===== src/rtl/core_fetch_prefetch.sv =====
// Instruction prefetch queue: issues single-outstanding word reads on a
// strobe/response bus and buffers returned instructions for the issue stage.
// Supports redirect (flush), halt, and stops fetching after a faulted response.
module core_fetch_prefetch #(
  parameter int          DEPTH    = 4,
  parameter logic [29:0] RESET_PC = 30'h0
) (
  input  logic        clk,
  input  logic        rst_n,
  input  logic        flush,
  input  logic [29:0] target,
  input  logic        halt,
  input  logic        consume,
  output logic        fetch_start,
  output logic [29:0] fetch_addr,
  input  logic        fetch_ready,
  input  logic [31:0] fetch_data,
  input  logic        fetch_fault,
  output logic [31:0] insn,
  output logic [29:0] insn_pc,
  output logic        insn_abort,
  output logic        bubble
);

  localparam int AW = (DEPTH > 1) ? $clog2(DEPTH) : 1;
  localparam int CW = AW + 1;

  // control state
  logic [CW-1:0] count_q, count_d;
  logic [AW-1:0] rd_q, rd_d;
  logic [AW-1:0] wr_q, wr_d;
  logic [29:0]   ptr_q, ptr_d;
  logic [29:0]   req_addr_q, req_addr_d;
  logic          outst_q, outst_d;
  logic          discard_q, discard_d;
  logic          stopped_q, stopped_d;

  // queue storage
  logic [31:0]   data_q  [DEPTH];
  logic [29:0]   pc_q    [DEPTH];
  logic          abort_q [DEPTH];

  logic          resp_live;
  logic          resp_fault;
  logic          enq;
  logic          deq;
  logic          busy;
  logic          empty;
  logic [CW:0]   occ;

  // A response is live only for a request that was not discarded by a flush.
  assign resp_live  = fetch_ready & outst_q & ~discard_q;
  assign resp_fault = resp_live & fetch_fault;
  assign enq        = resp_live & ~flush;
  assign empty      = (count_q == '0);
  assign deq        = consume & ~empty & ~flush;
  // A discarded request keeps the bus busy through its response cycle, so a
  // post-flush fetch cannot start until the cycle after it.
  assign busy       = outst_q & ~resp_live;
  // Occupancy reserves a slot for a live in-flight request so the queue
  // can never overflow when its response lands.
  assign occ        = {1'b0, count_q} + (CW+1)'(outst_q & ~discard_q) - (CW+1)'(deq);

  assign fetch_start = rst_n & ~busy & ~halt & ~flush & ~stopped_q & ~resp_fault
                       & (occ < DEPTH[CW:0]);
  assign fetch_addr  = ptr_q;

  // Head outputs come straight from queue registers; faulted entries store zero data.
  assign bubble     = empty;
  assign insn       = empty ? 32'h0 : data_q[rd_q];
  assign insn_pc    = empty ? 30'h0 : pc_q[rd_q];
  assign insn_abort = empty ? 1'b0  : abort_q[rd_q];

  // Next-state computation for pointers, counters and bus-tracking flags.
  always_comb begin
    count_d    = count_q;
    rd_d       = rd_q;
    wr_d       = wr_q;
    ptr_d      = ptr_q;
    req_addr_d = req_addr_q;
    outst_d    = outst_q;
    discard_d  = discard_q;
    stopped_d  = stopped_q;

    if (flush) begin
      count_d = '0;
      rd_d    = '0;
      wr_d    = '0;
      ptr_d   = target;
    end else begin
      count_d = count_q + CW'(enq) - CW'(deq);
      rd_d    = rd_q + AW'(deq);
      wr_d    = wr_q + AW'(enq);
      if (fetch_start) begin
        ptr_d      = ptr_q + 30'd1;
        req_addr_d = ptr_q;
      end
    end

    if (fetch_ready & outst_q) begin
      outst_d   = 1'b0;
      discard_d = 1'b0;
    end
    if (fetch_start) outst_d = 1'b1;
    if (flush & outst_q & ~fetch_ready) discard_d = 1'b1;

    if (flush) stopped_d = 1'b0;
    else if (resp_fault) stopped_d = 1'b1;
  end

  // Control registers.
  always_ff @(posedge clk or negedge rst_n) begin
    if (!rst_n) begin
      count_q    <= '0;
      rd_q       <= '0;
      wr_q       <= '0;
      ptr_q      <= RESET_PC;
      req_addr_q <= '0;
      outst_q    <= 1'b0;
      discard_q  <= 1'b0;
      stopped_q  <= 1'b0;
    end else begin
      count_q    <= count_d;
      rd_q       <= rd_d;
      wr_q       <= wr_d;
      ptr_q      <= ptr_d;
      req_addr_q <= req_addr_d;
      outst_q    <= outst_d;
      discard_q  <= discard_d;
      stopped_q  <= stopped_d;
    end
  end

  // Queue write port: one entry per live, non-flushed response.
  always_ff @(posedge clk or negedge rst_n) begin
    if (!rst_n) begin
      for (int i = 0; i < DEPTH; i++) begin
        data_q[i]  <= '0;
        pc_q[i]    <= '0;
        abort_q[i] <= 1'b0;
      end
    end else if (enq) begin
      data_q[wr_q]  <= fetch_fault ? 32'h0 : fetch_data;
      pc_q[wr_q]    <= req_addr_q;
      abort_q[wr_q] <= fetch_fault;
    end
  end

endmodule


===== config.mk =====
export PLATFORM = sky130hd
export DESIGN_NAME = core_fetch_prefetch
export DESIGN_NICKNAME = d
export VERILOG_FILES = /design/src/rtl/core_fetch_prefetch.sv
export SDC_FILE = /design/constraint.sdc
export NUM_CORES = 1
export LEC_CHECK = 0
export ABC_AREA = 0
export CAP_MARGIN = 10
export CORE_MARGIN = 2
export CORE_UTILIZATION = 53
export CTS_BUF_LIST = sky130_fd_sc_hd__clkbuf_4 sky130_fd_sc_hd__clkbuf_8
export CTS_CLUSTER_DIAMETER = 30
export CTS_CLUSTER_SIZE = 25
export DETAILED_ROUTE_END_ITERATION = 16
export HOLD_SLACK_MARGIN = 0.02
export PLACE_DENSITY = 0.79
export SYNTH_ARGS = -nofsm -noshare
export SYNTH_HDL_FRONTEND = slang
export SYNTH_SLANG_ARGS = --single-unit
export TNS_END_PERCENT = 10

===== constraint.sdc =====
create_clock -name clk -period 3.4 [get_ports clk]
set_input_delay 0.85 -clock clk [delete_from_list [all_inputs] [get_ports clk]]
set_output_delay 0.85 -clock clk [all_outputs]
set_load 0.005 [all_outputs]

==> results.sh <==
export IMPL_skew_ns=0.0253
export IMPL_hold_violations=0
export IMPL_crit_path_max_incr_delay_ns=0.48
export IMPL_die_area_um2=28900
export IMPL_synth_area_leaders="dfrtp_1, mux2_2, mux4_2, o21ai_0, nand2_1"
export IMPL_start_kind="flip-flop"
export IMPL_antenna_cells=0
export IMPL_synth_area_per_cell_um2=12.1
export IMPL_grt_max_degree=171
export IMPL_fin_nets=1462
export IMPL_timing_max_cap_violations=0
export IMPL_synth_top_area_share_pct=55.2
export IMPL_min_path_type="in -> async"
export IMPL_htree_levels=3
export IMPL_syn_nets=1280
export IMPL_total_power_mw=13.0
export IMPL_async_flop_share_pct=100
export IMPL_crit_type="reg -> out"
export IMPL_powerDensity_nw_per_um2=699
export IMPL_fillCellCount=1930
export IMPL_via_per_inst=5.80
export IMPL_grt_antenna_before_repair=1
export IMPL_ios=164
export IMPL_fin_setup_tns_ns=0
export IMPL_fp_dieH_um=170
export IMPL_reg2reg_slack_ns=0.42
export IMPL_multiInputGateArea_um2=6240
export IMPL_gp_congestion=0.804
export IMPL_slew_viol_final=0
export IMPL_layout_min_cycle_time_ns=3.37
export IMPL_crit_fanout=4
export IMPL_synth_area_leader_cell="dfrtp_1"
export IMPL_drt_first_pass_iters=5
export IMPL_overflow=0
export IMPL_syn2layout_area_growth_pct=27.0
export IMPL_insertion_delay_ns=0.57
export IMPL_ant_nets=0
export IMPL_yosys_warnings=0
export IMPL_hold_ws_ns=0.444
export IMPL_worst_ep_arrival_time_ns=2.52
export IMPL_slew_limit_headroom_pct=42.0
export IMPL_first_global_vias=10741
export IMPL_cts_hold_buf=0
export IMPL_muxShareOfSynthArea_pct=21.2
export IMPL_ys_top_cells_by_count="dfrtp_1, o21ai_0, mux2_2, nand2_1, nor2b_1"
export IMPL_drc=0
export IMPL_synth_xor_area_share_pct=0.240
export IMPL_cp_end_kind="primary output"
export IMPL_synthFlopType="dfrtp_1"
export IMPL_synthAdderAreaFrac_pct=0.651
export IMPL_synth_edf_count=0
export IMPL_worstPathRequired_ns=2.55
export IMPL_io_buffers=163
export IMPL_p_leak_nw=8.01
export IMPL_yosys_cell_types_count=39
export IMPL_core_um2=27000
export IMPL_synth_simple_area_share_pct=12.2
export IMPL_worst_pin_slew_ns=0.870
export IMPL_die_w_um=170
export IMPL_clk_pin_slew_ns=0.07
export IMPL_slowest_stage="dfrtp_2"
export IMPL_clk_path_buf_depth=3
export IMPL_cts_num_sinks=322
export IMPL_drt_initial_drc_count=691
export IMPL_crit_chain="nor3_4 -> nor2_4 -> o21ai_4 -> ha_4 -> a31o_4 -> a211oi_4 -> nand2b_4 -> inv_2 -> clkbuf_2"
export IMPL_grtUsageTotal_pct=24.3
export IMPL_syn_inst=1204
export IMPL_status="completed"
export IMPL_initial_core_util_pct=54.1
export IMPL_synth_seq_cells=322
export IMPL_fmax_ghz=0.297
export IMPL_fin_util_pct=68.6
export IMPL_grt_setup_unrepaired="yes"
export IMPL_grt_pass1_wl_um=55200
export IMPL_ys_seq_area_share_pct=55.2
export IMPL_setup_violations_final=0
export IMPL_place_inst=1652
export IMPL_tritoncts="built"
export IMPL_final_cells=1779
export IMPL_vias=10323
export IMPL_place_hpwl_um=20600
export IMPL_vdd_ir_drop_max_mv=0.470
export IMPL_wl_per_cell_um=19.1
export IMPL_synth_compound_area_share_pct=7.61
export IMPL_synth_most_common_cell="dfrtp_1"
export IMPL_ctsRootBufferMaster="clkbuf_8"
export IMPL_min_period_over_period_pct=99.0
export IMPL_drive_gt1_share_pct=27.1
export IMPL_synth_top_family_by_area="multiplexers"
export IMPL_synthesis_area_um2=14600
export IMPL_cts_made_buffers=69
export IMPL_routed_wl_um=33900
export IMPL_regArea_um2=8070
export IMPL_core_rowCount=60
[flip-flops by register name (all words and copies together) (netlist names)]
name        flops
stopped_q       1
fetch_addr     30
req_addr_q     30
wr_q            2
count_q         3
outst_q         1
abort_q         4
rd_q            2
data_q        128
pc_q          120
discard_q       1
[critical path: cells and delay by family (launching register included)]
kind	cells	cell delay, ns
AO/OA/AOI/OAI	3	0.57
AND/OR/NAND/NOR	3	0.54
flip-flops	1	0.48
adder cells (fa/ha/maj)	1	0.24
buffers and inverters	2	0.13
[final cells by class]
cell class,count,area share [%]
Clock buffer,79,5.76
Clock inverter,44,3.35
Inverter,13,0.263
Multi-Input combinational cell,783,33.6
Sequential cell,322,43.5
Tap cell,341,2.30
Timing Repair Buffer,197,11.2
[placed cells by master, fill, tap and decap left out, types with 4 or more instances in the layout]
cell / n
or3_1: 20
o31ai_1: 9
clkinv_2: 6
dfrtp_1: 319
bufinv_16: 13
inv_6: 6
clkbuf_8: 76
nand2b_1: 32
clkinvlp_4: 14
buf_4: 18
nand2_1: 145
and4_1: 4
mux2_2: 149
nor2_1: 39
clkdlybuf4s50_1: 159
mux4_2: 63
o21ai_0: 152
buf_12: 14
inv_1: 11
and3_1: 8
nand4_1: 10
a21oi_1: 4
ha_1: 4
a31oi_1: 28
clkinv_4: 5
nor2b_1: 69
nand3_1: 10
or4_1: 9
[what timing repair did]
action / in CTS / in global routing
setup endpoints to repair: 65 / 18
pin swaps: 6 / 5
gates resized for setup: 13 / 4
buffers inserted: 2 / 2
cloned: 0 / 0
[per-stage QoR]
step	setup slack, ns	cell area [um2]
floorplan	0.0185	14700
global placement	-0.565	16800
detailed placement	-0.640	16800
CTS	-0.0274	18500
global route	-0.0738	18500
finish	0.0336	18500
[worst paths after layout]
| path | start | endpoint | depth (start not counted) |
|---|---|---|---|
| hold / removal | rst_n | data_q[57] | 2 |
| min in group clk | data_q[119] | data_q[119] | 2 |
| setup reg to reg | count_q[2] | fetch_addr[25] | 10 |
| hold reg to reg | data_q[119] | data_q[119] | 2 |
| setup / recovery | count_q[1] | fetch_start | 9 |
| max in group asynchronous | rst_n | rd_q[0] | 3 |
[cells by family (layout without fill, tap and decap cells)]
logic type / Yosys count / count (layout)
multiplexers: 212 / 212
adder cells (fa/ha/maj): 7 / 7
flip-flops: 322 / 322
AO/OA/AOI/OAI: 202 / 202
AND/OR/NAND/NOR: 358 / 358
XOR/XNOR: 4 / 4
buffers and inverters: 99 / 333
[per-layer routing]
layer,track usage (%),up-vias,share of wire (%)
met5,0,-,0.035
met2,39.7,337,48
met4,7.77,2,2.5
met1,32.6,5243,43
met3,5.47,71,5.8
li1,-,4670,-
[report_power, final]
part           total [mW]  internal, mW  switching, mW
Sequential           4.98          4.45          0.529
Combinational        2.99          1.65           1.34
Clock                5.00          3.15           1.85
Total                13.0          9.25           3.72
(Power assumes the default switching activity.)
